==> config.mk <==
export PLATFORM = sky130hd
export DESIGN_NAME = ps2_host_tx_flat
export DESIGN_NICKNAME = d
export VERILOG_FILES = /design/src/rtl/ps2_host_tx_if.sv /design/src/rtl/ps2_host_tx.sv /design/src/flat_wrapper.sv
export SDC_FILE = /design/constraint.sdc
export NUM_CORES = 1
export LEC_CHECK = 0
export CORE_MARGIN = 2
export CORE_UTILIZATION = 60
export DETAILED_ROUTE_END_ITERATION = 8
export PLACE_DENSITY_LB_ADDON = 0.05
export SYNTH_ARGS = -nofsm -noshare
export SYNTH_HDL_FRONTEND = slang
export SYNTH_SLANG_ARGS = --single-unit
==> constraint.sdc <==
create_clock -name clk -period 4.9 [get_ports clk]
set_clock_uncertainty 0.2 [all_clocks]
set_input_delay 0.98 -clock clk [delete_from_list [all_inputs] [get_ports clk]]
set_output_delay 0.98 -clock clk [all_outputs]
set_load 0.005 [all_outputs]
==> src/rtl/ps2_host_tx_if.sv <==
// Host command port plus the raw PS/2 pins and their open-drain enables.
// The transmitter connects through the slave modport; the surrounding logic uses master.
interface ps2_host_tx_if;
    logic [7:0] tx_data;
    logic       tx_start;
    logic       tx_ready;
    logic       tx_done;
    logic       tx_err;
    logic       rx_inhibit;
    logic       ps2_clk_in;
    logic       ps2_data_in;
    logic       ps2_clk_oe;
    logic       ps2_data_oe;

    modport master (
        output tx_data, tx_start, ps2_clk_in, ps2_data_in,
        input  tx_ready, tx_done, tx_err, rx_inhibit, ps2_clk_oe, ps2_data_oe
    );

    modport slave (
        input  tx_data, tx_start, ps2_clk_in, ps2_data_in,
        output tx_ready, tx_done, tx_err, rx_inhibit, ps2_clk_oe, ps2_data_oe
    );
endinterface

==> src/rtl/ps2_host_tx.sv <==
// PS/2 host-to-device byte transmitter: inhibit, request-to-send, 10 device-clocked
// bits (8 data LSB first, odd parity, stop), then ACK sample and wait for bus idle.
module ps2_host_tx #(
    parameter int INHIBIT_CYCLES = 5000,
    parameter int RTS_CYCLES     = 50,
    parameter int TIMEOUT_CYCLES = 750000
) (
    input logic          clk,
    input logic          rst,
    ps2_host_tx_if.slave bus
);
    localparam logic [19:0] INH_LAST = 20'(INHIBIT_CYCLES - 1);
    localparam logic [19:0] RTS_LAST = 20'(RTS_CYCLES - 1);
    localparam logic [19:0] TO_LAST  = 20'(TIMEOUT_CYCLES - 1);

    typedef enum logic [2:0] {
        S_IDLE, S_INHIBIT, S_RTS, S_SEND, S_ACK, S_WAIT_IDLE
    } state_t;

    state_t      state_q, state_d;
    logic [19:0] cnt_q, cnt_d;
    logic [3:0]  bit_cnt_q, bit_cnt_d;
    logic [8:0]  sh_q, sh_d;
    logic        ack_bad_q, ack_bad_d;
    logic        clk_oe_q, clk_oe_d;
    logic        data_oe_q, data_oe_d;
    logic        done_q, done_d;
    logic        err_q, err_d;

    logic clk_meta, clk_sync, clk_prev, data_meta, data_sync;
    logic fe;

    // Idle lines are high, so the synchronizer resets to 1 and cannot fake an edge.
    always_ff @(posedge clk) begin
        if (rst) begin
            {clk_meta, clk_sync, clk_prev, data_meta, data_sync} <= '1;
        end else begin
            clk_meta  <= bus.ps2_clk_in;
            clk_sync  <= clk_meta;
            clk_prev  <= clk_sync;
            data_meta <= bus.ps2_data_in;
            data_sync <= data_meta;
        end
    end

    assign fe = clk_prev & ~clk_sync;

    // NOTE: non-blocking assignments so every flop samples values from before the edge.
    always_ff @(posedge clk) begin
        if (rst) begin
            state_q   <= S_IDLE;
            cnt_q     <= '0;
            bit_cnt_q <= '0;
            sh_q      <= '0;
            ack_bad_q <= 1'b0;
            clk_oe_q  <= 1'b0;
            data_oe_q <= 1'b0;
            done_q    <= 1'b0;
            err_q     <= 1'b0;
        end else begin
            state_q   <= state_d;
            cnt_q     <= cnt_d;
            bit_cnt_q <= bit_cnt_d;
            sh_q      <= sh_d;
            ack_bad_q <= ack_bad_d;
            clk_oe_q  <= clk_oe_d;
            data_oe_q <= data_oe_d;
            done_q    <= done_d;
            err_q     <= err_d;
        end
    end

    // NOTE: every *_d signal gets a default before the case, so no path infers a latch.
    always_comb begin
        state_d   = state_q;
        cnt_d     = cnt_q;
        bit_cnt_d = bit_cnt_q;
        sh_d      = sh_q;
        ack_bad_d = ack_bad_q;
        data_oe_d = data_oe_q;
        done_d    = 1'b0;
        err_d     = 1'b0;

        case (state_q)
            S_IDLE: begin
                data_oe_d = 1'b0;
                if (bus.tx_start) begin
                    sh_d    = {~^bus.tx_data, bus.tx_data};
                    cnt_d   = '0;
                    state_d = S_INHIBIT;
                end
            end
            S_INHIBIT: begin
                if (cnt_q == INH_LAST) begin
                    cnt_d     = '0;
                    data_oe_d = 1'b1;
                    state_d   = S_RTS;
                end else begin
                    cnt_d = cnt_q + 20'd1;
                end
            end
            S_RTS: begin
                if (cnt_q == RTS_LAST) begin
                    cnt_d     = '0;
                    bit_cnt_d = '0;
                    state_d   = S_SEND;
                end else begin
                    cnt_d = cnt_q + 20'd1;
                end
            end
            S_SEND: begin
                cnt_d = cnt_q + 20'd1;
                if (fe) begin
                    bit_cnt_d = bit_cnt_q + 4'd1;
                    sh_d      = {1'b0, sh_q[8:1]};
                    if (bit_cnt_q == 4'd9) begin
                        data_oe_d = 1'b0;
                        state_d   = S_ACK;
                    end else begin
                        data_oe_d = ~sh_q[0];
                    end
                end else if (cnt_q == TO_LAST) begin
                    data_oe_d = 1'b0;
                    err_d     = 1'b1;
                    state_d   = S_IDLE;
                end
            end
            S_ACK: begin
                cnt_d = cnt_q + 20'd1;
                if (fe) begin
                    ack_bad_d = data_sync;
                    state_d   = S_WAIT_IDLE;
                end else if (cnt_q == TO_LAST) begin
                    err_d   = 1'b1;
                    state_d = S_IDLE;
                end
            end
            S_WAIT_IDLE: begin
                if (clk_sync && data_sync) begin
                    done_d  = ~ack_bad_q;
                    err_d   = ack_bad_q;
                    state_d = S_IDLE;
                end
            end
            default: state_d = S_IDLE;
        endcase

        clk_oe_d = (state_d == S_INHIBIT) || (state_d == S_RTS);
    end

    assign bus.ps2_clk_oe  = clk_oe_q;
    assign bus.ps2_data_oe = data_oe_q;
    assign bus.tx_done     = done_q;
    assign bus.tx_err      = err_q;
    assign bus.tx_ready    = (state_q == S_IDLE);
    assign bus.rx_inhibit  = (state_q != S_IDLE);
endmodule

==> src/flat_wrapper.sv <==
// flat-port wrapper written by rule: the top's interface ports become plain ports
module ps2_host_tx_flat 
#(
    parameter int INHIBIT_CYCLES = 5000,
    parameter int RTS_CYCLES     = 50,
    parameter int TIMEOUT_CYCLES = 750000
)
  (clk, rst, bus_tx_data, bus_tx_start, bus_ps2_clk_in, bus_ps2_data_in, bus_tx_ready, bus_tx_done, bus_tx_err, bus_rx_inhibit, bus_ps2_clk_oe, bus_ps2_data_oe);
  ps2_host_tx_if bus_i ();
  input logic clk;
  input logic rst;
  input wire logic [$bits(bus_i.tx_data)-1:0] bus_tx_data;
  input wire logic [$bits(bus_i.tx_start)-1:0] bus_tx_start;
  input wire logic [$bits(bus_i.ps2_clk_in)-1:0] bus_ps2_clk_in;
  input wire logic [$bits(bus_i.ps2_data_in)-1:0] bus_ps2_data_in;
  output wire logic [$bits(bus_i.tx_ready)-1:0] bus_tx_ready;
  output wire logic [$bits(bus_i.tx_done)-1:0] bus_tx_done;
  output wire logic [$bits(bus_i.tx_err)-1:0] bus_tx_err;
  output wire logic [$bits(bus_i.rx_inhibit)-1:0] bus_rx_inhibit;
  output wire logic [$bits(bus_i.ps2_clk_oe)-1:0] bus_ps2_clk_oe;
  output wire logic [$bits(bus_i.ps2_data_oe)-1:0] bus_ps2_data_oe;
  assign bus_i.tx_data = bus_tx_data;
  assign bus_i.tx_start = bus_tx_start;
  assign bus_i.ps2_clk_in = bus_ps2_clk_in;
  assign bus_i.ps2_data_in = bus_ps2_data_in;
  assign bus_tx_ready = bus_i.tx_ready;
  assign bus_tx_done = bus_i.tx_done;
  assign bus_tx_err = bus_i.tx_err;
  assign bus_rx_inhibit = bus_i.rx_inhibit;
  assign bus_ps2_clk_oe = bus_i.ps2_clk_oe;
  assign bus_ps2_data_oe = bus_i.ps2_data_oe;
  ps2_host_tx #(.INHIBIT_CYCLES(INHIBIT_CYCLES), .RTS_CYCLES(RTS_CYCLES), .TIMEOUT_CYCLES(TIMEOUT_CYCLES)) u_core (.clk(clk), .rst(rst), .bus(bus_i));
endmodule
* Word level (Yosys, flattened, before mapping)
Index checks and enable logic that the tools add are counted.
Word-level totals: output and inout port bits 6, register bits after elaboration 46, input bits 13, word-level logic and storage cells 82
Cells by class: add/subtract/negate cells 2, muxes and demuxes 28, bitwise operators 6, reduce and logical (&&, ||, !) cells 16, equality and inequality tests 16
Operators by type and width (number):
- one-hot mux 20 bit (4 select lines) | 1
- 2-to-1 mux 20 bit | 3
- 2-to-1 mux 3 bit | 8
- adder 20 x 1 -> 20 bit, second input constant | 1
- == test 20 x 13 -> 1 bit, second input constant | 1
- == test 20 bit, second input constant | 1
- == test 20 x 6 -> 1 bit, second input constant | 1
- 2-to-1 mux 9 bit | 2
- one-hot mux 3 bit (6 select lines) | 1
- one-hot mux 9 bit (2 select lines) | 1
- == test 3 x 2 -> 1 bit, second input constant | 3
- AND reduction 3 bit | 3
- 2-to-1 mux 4 bit | 2
- one-hot mux 4 bit (2 select lines) | 1
- XNOR reduction 8 bit | 1
- 2-to-1 mux 1 bit | 7
- == test 3 x 1 -> 1 bit, second input constant | 2
- == test 3 bit, second input constant | 2
- inequality test 2 x 1 -> 1 bit, second input constant | 3
- nonzero test 3 bit | 2
- NOT 1 bit | 5
- adder 4 x 1 -> 4 bit, second input constant | 1
- == test 4 bit, second input constant | 1
- AND reduction 2 bit | 2
- 12 further kinds | 13

* Logic depth before layout (Yosys ltp)
Gate-level depths: netlist of run 1.
depth after elaboration 6, gate-level depth with buffers 9, depth with buffers taken out 8

* Least setup slack after synthesis of run 1
Ideal clock, no wire load.
path type register to register, start register u_core.cnt_q[10], end register u_core.data_oe_q (netlist: u_core.bus.ps2_data_oe), buffers on the path 0, slack 2.146 ns, cell stages (with the launch flop) 7, data required time 4.585 ns, clock period less this slack 2.754 ns, arrival time 2.439 ns, cells stage by stage dfxtp_1 or4_1 or4_4 or4_4 a311oi_2 a21boi_0 o21a_1
On the way: longest elaborated chain between the ends 3
Ends and longest elaborated chain:
- from (decl) | RTL line ps2_host_tx.sv:21 | logic [19:0] cnt_q, cnt_d;
- from (signal assigned) | RTL line ps2_host_tx.sv:62 | cnt_q <= cnt_d;
- == test 20 bit / == test 20 x 13 -> 1 bit (equally long branches) | RTL line ps2_host_tx.sv:122, ps2_host_tx.sv:94
- inequality test 3 x 1 -> 1 bit (no source line) / inequality test 2 x 1 -> 1 bit (equally long branches)
- AND reduction 3 bit (no source line) *
- to (signal assigned) | RTL line ps2_host_tx.sv:67 | data_oe_q <= data_oe_d;
- to (decl) | RTL line ps2_host_tx.sv:26 | logic data_oe_q, data_oe_d;
Every way passes the cells marked *; elsewhere a longest branch is shown, timed or not. A chain may end at the register's enable or synchronous reset.

* Worst setup path after layout of run 1
start input port bus_tx_start, end register u_core.cnt_q[14]
On the way: longest elaborated chain between the ends 2
Ends and longest elaborated chain:
- from (decl) | RTL line flat_wrapper.sv:13 | input wire logic [$bits(bus_i.tx_start)-1:0] bus_tx_start;
- inequality test 2 bit (no source line)
- AND reduction 2 bit (no source line)
Every way passes these cells.

==> out/metrics.cfg, run 1 <==
[status]
status=finished, final reports clean

[drt]
wl_um=5050
viasPerCell=5.82
vias=2125
drc=0
wire_per_inst_um=13.8
ant_nets=0
firstDrtPassIters=4
drtIter0Drc=170

[timing]
hold_viol_final=0
setup_viol=0
rsz0062_at_grt=false
max_slew.worst_pin.slew_ns=1.08
finalCritPeriodShare_pct=67.0
max_freq_ghz=0.305
setup-tns-final_ns=0
period_needed_ns=3.28
timing.hold.ws_ns=0.218
slew_headroom_pct=27.7
drv_slew=0

[pwr]
ir_worst_vdd_mv=0.173
p_leak_nw=1.01
p_per_area_nw_per_um2=298

[logic_synthesis]
async_flop_share_pct=0
synth_commonest_cells=dfxtp_1, nor2_1, nand2_1
dominantRegCellSynth=dfxtp_1
synthCells=304
synthTopCellsByArea=dfxtp_1, nor2_1, a21oi_1
syn_nets=321
syn_avg_cell_area_sq_um=8.09
synth-seq-cells=46
synth_edf_count=0
synth_top_area_share_pct=37.4
synth_most_common_cell=dfxtp_1
syn_area_sq_um=2460
yosysSeqAreaShare_pct=37.4
yosys_warnings=0
yosysUniqueCellTypes=51
yosys.area.top_type=dfxtp_1

[global_route]
grt_pass1_vias=1766
grt_use_total_pct=24.2
grt_start_max_net_pins=29
grt_first_pass_wirelength_um=8380
grt_antenna_before_repair=0
overflow=0

[worst_setup_path]
cp-start-kind=primary input
slowest_stage=clkdlybuf4s50_1
critical-path-max-stage-delay_ns=0.59
crit_type=primary input to flip-flop
crit_required_ns=4.89
path_delay_family=simple AND/OR/NAND/NOR gates
worst-path-buf-inv=1
cp_cell_sequence=clkdlybuf4s50_1, nor4_1, a21oi_1, nand3_1, or2_2, and4b_1, a211o_1
crit_fanout=9
worst_setup_path_end_kind=flip-flop
cp.arrival_ns=3.27

[cts]
h-tree-depth=2
cts_resized=0
cts_setup_buffers=0
numClockSinks=46
cts_hold_buf=0
cts_tree=yes
path_clk_slew_ns=0.08
clock_path_buffers=2
clk_latency_ns=0.30
cts_root_buf=clkbuf_8
cts_buffers=5

[worst_hold_path]
min_path_type=flip-flop to flip-flop

[floorplan]
coreArea_sq_um=3970
die_w_um=68.0
initial_utilization_pct=61.9
die_h_um=68.0
rows=23
die_area_sq_um=4630
io_pins=19

[final_layout]
drive_above_1_share_pct=7.30
area_delta_synth_final_pct=11.7
stdcell_area_sq_um=2750
insertedDiodeCount=0
num-nets-final=331

[placement]
dpl_cell_area_sq_um=2610
gp_congestion=0.967
dpl.hpwl_um=3470
portBuffers=18

[job]
maxCapViolCount=0

## logic make-up (layout without fill, tap and decap cells)
kind of cell	after synthesis	in the layout	share of synthesized area, %
buffers and inverters	21	32	5.04
AO/OA/AOI/OAI	57	57	14.3
flip-flops	46	46	37.4
XOR/XNOR	23	23	8.19
adder cells (fa/ha/maj)	4	4	2.03
AND/OR/NAND/NOR	153	153	33.0
## path summary, 6_finish.rpt
| check | start | endpoint | slack [ns] | cells past startpoint |
|---|---|---|---|---|
| max | bus_tx_start | u_core.cnt_q[14] | 1.62 | 7 |
| min reg2reg | u_core.clk_meta | u_core.clk_sync | 0.22 | 1 |
| min | u_core.clk_meta | u_core.clk_sync | 0.22 | 1 |
| max reg2reg | u_core.cnt_q[10] | u_core.cnt_q[12] | 1.76 | 6 |
## registers in the layout, summed over array words and instances (netlist names), 3 cells and up
signal	cells
u_core.cnt_q	20
u_core.state_q	3
u_core.bit_cnt_q	4
u_core.sh_q	9
## per-stage QoR
| stage | instances | util (%) | total power, mW | worst slack (ns) |
|---|---|---|---|---|
| after floorplan | 304 | - | 0.451 | 2.15 |
| after global placement | 357 | 65.6 | 0.475 | 1.44 |
| after detailed placement | 357 | 65.6 | 0.476 | 1.39 |
| after CTS | 365 | 69.2 | 0.819 | 1.65 |
| after global routing | 365 | 69.2 | 0.847 | 1.49 |
| final | 365 | 69.2 | 0.818 | 1.62 |
## where the power goes
group          switching [mW]  total, mW  internal, mW
clock network           0.133      0.351         0.218
logic                  0.0372     0.0745        0.0373
registers             0.00887      0.393         0.384
total                   0.179      0.818         0.639
## cell type report
class	count	area, sq um
Multi-Input combinational cell	237	1420
Fill cell	346	1220
Sequential cell	46	921
Timing Repair Buffer	19	188
Clock buffer	6	82.6
Tap cell	50	62.6
Clock inverter	2	60.1
Inverter	5	18.8
## routing by layer
layer  global-route usage [%]  vias to the layer above  share of wire (%)
li1                         -                     1090                  -
met1                     35.4                      970                 50
met2                     35.7                       54                 43
met3                     3.45                       11                4.4
met4                     9.75                        0                2.0
met5                        0                        -                  0
## cell usage in the layout (no fill, tap or decap), types with 8 or more instances in the layout
master and count:
o21ai_0 9, nand3_1 14, clkdlybuf4s50_1 18, nand4_1 8, nand2_1 33, nor2_1 42
a21oi_1 27, xor2_1 12, or2_2 8, dfxtp_1 46, xnor2_1 11
(Power assumes the default switching activity.)
==> run 2, diff against run 1 <==
- CORE_UTILIZATION: 60 -> 58
- clock period: 4.9 -> 3.32 ns (I/O delays scaled with it)
==> run 2 against run 1 <==
Non-clock buffer count is 6 higher. First-iteration DRC count increased by 19%. Clock-buffer cell count fell by 1. Clock power about the same. Worst hold slack got worse by 0.0041 ns. Global-route usage is 1.4 points lower. Highest routed layer unchanged. Sequential power increased by 48%. Utilization down 1.2 points. Combinational power grew 56%. Final cell count is 1.6% higher. Critical endpoint is now u_core.bus.ps2_data_oe. Critical path type is now flip-flop to flip-flop.
==> out/metrics.cfg, run 2 (synthesis gave the netlist of run 1 again) <==
[floorplan]
die_h_um=69.1
coreArea_sq_um=4030
io_pins=19
die_area_sq_um=4780
initial_utilization_pct=61.1
die_w_um=69.1
rows=23

[timing]
rsz0062_at_grt=false
drv_slew=0
setup_ws_ns=0.435
finalCritPeriodShare_pct=86.9
period_needed_ns=2.89
setup_viol=0
hold_viol_final=0
slew_headroom_pct=26.6
max_slew.worst_pin.slew_ns=1.10
max_freq_ghz=0.347
setup-tns-final_ns=0

[global_route]
overflow=0
grt_antenna_before_repair=0
grt_start_max_net_pins=21
grt_use_total_pct=22.8
grt_first_pass_wirelength_um=8870
grt_pass1_vias=1880

[job]
maxCapViolCount=0

[final_layout]
final_cell_mix=dfxtp_1, nor2_1, nand2_1
insertedDiodeCount=0
largest-register=u_core.cnt_q
num-nets-final=337
final_common_cell=dfxtp_1
reg_top3=u_core.cnt_q x20, u_core.sh_q x9, u_core.bit_cnt_q x4
drive_above_1_share_pct=9.03
fillCellCount=354
area_delta_synth_final_pct=11.4
largest_reg_flops=20

[placement]
gp_congestion=0.864
portBuffers=18
place_ws_ns=0.468
dpl.hpwl_um=3820

[cts]
cts_hold_buf=0
cts_root_buf=clkbuf_8
path_clk_slew_ns=0.09
numClockSinks=46
cts_resized=0
h-tree-depth=2
cts_tree=yes
clock_path_buffers=2
clk_latency_ns=0.31
cts_buffers=5
cts_setup_buffers=0

[drt]
drtIter0Drc=203
drc=0
ant_nets=0
wire_per_inst_um=14.3
firstDrtPassIters=5
vias=2137
wl_um=5300
viasPerCell=5.76

[pwr]
switching_share_pct=26.0
p_leak_nw=1.02
ir_worst_vdd_mv=0.258
p_seq_share_pct=55.5
p_int_mw=0.773
combinationalPowerShare_pct=11.1
p_per_area_nw_per_um2=381
power_switching_mw=0.272
power_frac_clock_pct=33.4

[worst_setup_path]
worst_setup_path_end_kind=flip-flop
crit_required_ns=3.33
crit_type=flip-flop to flip-flop
cp.arrival_ns=2.90
cp-start-kind=flip-flop
crit_fanout=7

[worst_hold_path]
min_path_type=flip-flop to flip-flop

[status]
status=finished, final reports clean

## run 2: path summary, 6_finish.rpt
path,startpoint,end,slack [ns],depth (start not counted)
worst max register to register,u_core.cnt_q[10],u_core.bus.ps2_data_oe,0.43,6
worst min register to register,u_core.data_meta,u_core.data_sync,0.21,1
worst min-delay path,u_core.data_meta,u_core.data_sync,0.21,1
worst max-delay path,u_core.cnt_q[10],u_core.bus.ps2_data_oe,0.43,6
## run 2: area by class of cell
type | count | area [sq um] | share of cell area, %
Tap cell | 50 | 62.6 | 2.28
Sequential cell | 46 | 921 | 33.6
Clock buffer | 5 | 68.8 | 2.51
Multi-Input combinational cell | 237 | 1420 | 51.6
Timing Repair Buffer | 25 | 233 | 8.49
Clock inverter | 3 | 21.3 | 0.776
Inverter | 5 | 18.8 | 0.685
## run 2: worst max-delay path: stages (launching register included)
cell	delay (ns)
dfxtp_1	0.36
or4_1	0.56
or4_4	0.50
or4_4	0.58
a311oi_2	0.29
a21boi_0	0.12
o21a_1	0.17
## run 2: power groups by stage
stage / combinational [mW] / clock (mW) / sequential (mW)
2_1_floorplan: 0.0800 / 0 / 0.586
3_3_place_gp: 0.114 / 0 / 0.592
3_5_place_dp: 0.116 / 0 / 0.592
4_1_cts: 0.116 / 0.353 / 0.580
5_1_grt: 0.128 / 0.382 / 0.582
6_report: 0.116 / 0.349 / 0.580
## run 2: routing by layer
| metal | vias to the layer above | routed length [um] | track usage (%) |
|---|---|---|---|
| li1 | 1096 | - | - |
| met1 | 978 | 2560 | 32.0 |
| met2 | 51 | 2370 | 33.7 |
| met3 | 12 | 253 | 3.95 |
| met4 | 0 | 120 | 11.5 |
| met5 | - | 0 | 0 |
## run 2: through the flow
stage	power [mW]	instance area [sq um]	util (%)	std cells	hold slack, ns
floorplan	0.666	2460	-	304	0.189
global placement	0.705	2650	65.8	363	0.193
detailed placement	0.708	2650	65.8	363	0.192
CTS	1.05	2740	68.0	371	0.213
finish	1.05	2740	68.0	371	0.214
global route	1.09	2740	68.0	371	0.233
==> run 3, diff against run 2 <==
--- a/config.mk
+++ b/config.mk
@@ -7,2 +7,3 @@
 export LEC_CHECK = 0
+export CORE_ASPECT_RATIO = 1.5
 export CORE_MARGIN = 2
@@ -10,2 +11,3 @@
 export DETAILED_ROUTE_END_ITERATION = 8
+export GPL_TIMING_DRIVEN = 1
 export PLACE_DENSITY_LB_ADDON = 0.05
==> constraint.sdc (replaced) <==
create_clock -name clk -period 3.32 [get_ports clk]
set_clock_uncertainty 0.2 [all_clocks]
set_input_delay 0.332 -clock clk [delete_from_list [all_inputs] [get_ports clk]]
set_output_delay 0.332 -clock clk [all_outputs]
set_load 0.005 [all_outputs]
==> run 3 against run 2 <==
Die area increased by 0.22%. Total power is 5.5% higher. Fmax down 2.9%. Utilization fell by 2.0 points. Wire length rose by 2.3%. Final cell count down 1.9%. Clock-buffer cell count is 2 higher. Register-to-register slack worse by 0.09 ns. Critical path type unchanged. Critical endpoint is now u_core.cnt_q[19]. Largest cell class unchanged. Largest power group unchanged.
==> out/metrics.cfg, run 3 (synthesis gave the netlist of run 1 again) <==
[worst_setup_path]
cp.arrival_ns=2.94
critical-path-max-stage-delay_ns=0.55
r2r_slack_ns=0.35
crit_fanout=15
cp_cell_sequence=or4_1, or4_4, nor3_1, o311a_1, a21o_1, nor2_1
worstRegToRegCells=6
path_delay_family=simple AND/OR/NAND/NOR gates
rr_endpoint=u_core.cnt_q[19]
reg2reg_from=u_core.cnt_q[10]
crit_required_ns=3.29
slowest_stage=or4_1
worst_setup_path_end_kind=flip-flop
crit_type=flip-flop to flip-flop
cp-start-kind=flip-flop
worst-path-buf-inv=0

[global_route]
grt_use_total_pct=23.8
overflow=0
grt_first_pass_wirelength_um=9050
grt_start_max_net_pins=23
grt_pass1_vias=2067
grt_antenna_before_repair=0

[pwr]
p_per_area_nw_per_um2=404
ir_worst_vdd_mv=0.369
p_leak_nw=1.01

[drt]
vias=2175
ant_nets=0
drtIter0Drc=125
wire_per_inst_um=14.9
viasPerCell=5.98
firstDrtPassIters=4
drc=0
wl_um=5420

[timing]
period_needed_ns=2.97
setup_viol=0
setup-tns-final_ns=0
max_freq_ghz=0.337
rsz0062_at_grt=false
slew_headroom_pct=25.4
max_slew.worst_pin.slew_ns=1.12
timing.hold.ws_ns=0.202
hold_viol_final=0
drv_slew=0
finalCritPeriodShare_pct=89.5

[worst_hold_path]
hold_depth=1
min_path_type=flip-flop to flip-flop
min_to=u_core.data_sync
min_from=u_core.data_meta

[final_layout]
largest_reg_flops=20
num-nets-final=334
drive_above_1_share_pct=7.55
final_cell_mix=dfxtp_1, nor2_1, nand2_1
area_delta_synth_final_pct=10.9
fillCellCount=364
stdcell_area_sq_um=2730
insertedDiodeCount=0
reg_top3=u_core.cnt_q x20, u_core.sh_q x9, u_core.bit_cnt_q x4
final_common_cell=dfxtp_1
largest-register=u_core.cnt_q

[cts]
cts_hold_buf=0
path_clk_slew_ns=0.09
cts_root_buf=clkbuf_8
h-tree-depth=2
cts_tree=yes
clock_path_buffers=2
numClockSinks=46
clk_latency_ns=0.30
cts_setup_buffers=0
cts_buffers=5
cts_resized=0

[floorplan]
initial_utilization_pct=59.5
rows=29
io_pins=19
die_area_sq_um=4790
coreArea_sq_um=4140
die_w_um=57.2
die_h_um=83.8

[placement]
portBuffers=18
gp_congestion=0.925
dpl_cell_area_sq_um=2620
dpl.hpwl_um=3960

[job]
maxCapViolCount=0

[status]
status=finished, final reports clean

[run 3: cell types whose count changed in the layout (fill, tap and decap cells not counted), sizes merged]
| cell | change |
|---|---|
| clkinv | -2 |
| clkinvlp | -1 |
| buf | -3 |
| bufinv | +1 |
| clkbuf | +2 |
[run 3: through the flow]
step                      setup WS (ns)  power (mW)  std cells  util (%)
final                             0.349        1.10        364      66.0
after global routing              0.153        1.15        364      66.0
after CTS                         0.336        1.11        364      66.0
after detailed placement          0.335       0.708        356      63.4
after global placement            0.438       0.707        356      63.4
after floorplan                   0.566       0.666        304         -
[run 3: how the worst max path moves through the flow]
stage,slack [ns],cells after the start,endpoint,start
finish,0.35,6,u_core.cnt_q[19],u_core.cnt_q[10]
global route,0.15,6,u_core.cnt_q[18],u_core.cnt_q[10]
CTS,0.34,6,u_core.cnt_q[19],u_core.cnt_q[10]
detailed placement,0.33,6,u_core.cnt_q[19],u_core.cnt_q[10]
global placement,0.44,6,u_core.cnt_q[5],u_core.cnt_q[10]
floorplan,0.57,6,u_core.bus.ps2_data_oe,u_core.cnt_q[10]
[run 3: layout make-up]
class                   instances  area [sq um]  area share (%)
clock buffers                   7          76.3            2.80
flip-flops and latches         46           921            33.7
inverters                       5          18.8           0.688
well taps                      46          57.6            2.11
clock inverters                 1          30.0            1.10
multi-input cells             237          1420            51.9
repair buffers                 22           210            7.70
[run 3: where the power goes]
| group | switching, mW | total, mW | internal [mW] |
|---|---|---|---|
| clock | 0.182 | 0.408 | 0.225 |
| sequential | 0.0119 | 0.578 | 0.566 |
| combinational | 0.0594 | 0.117 | 0.0579 |
[run 3: layer usage]
| layer | part of all wire (%) | track usage, % |
|---|---|---|
| met1 | 41 | 27.0 |
| met2 | 52 | 41.9 |
| met3 | 3.9 | 3.57 |
| met4 | 3.1 | 12.3 |
| met5 | 0 | 0 |
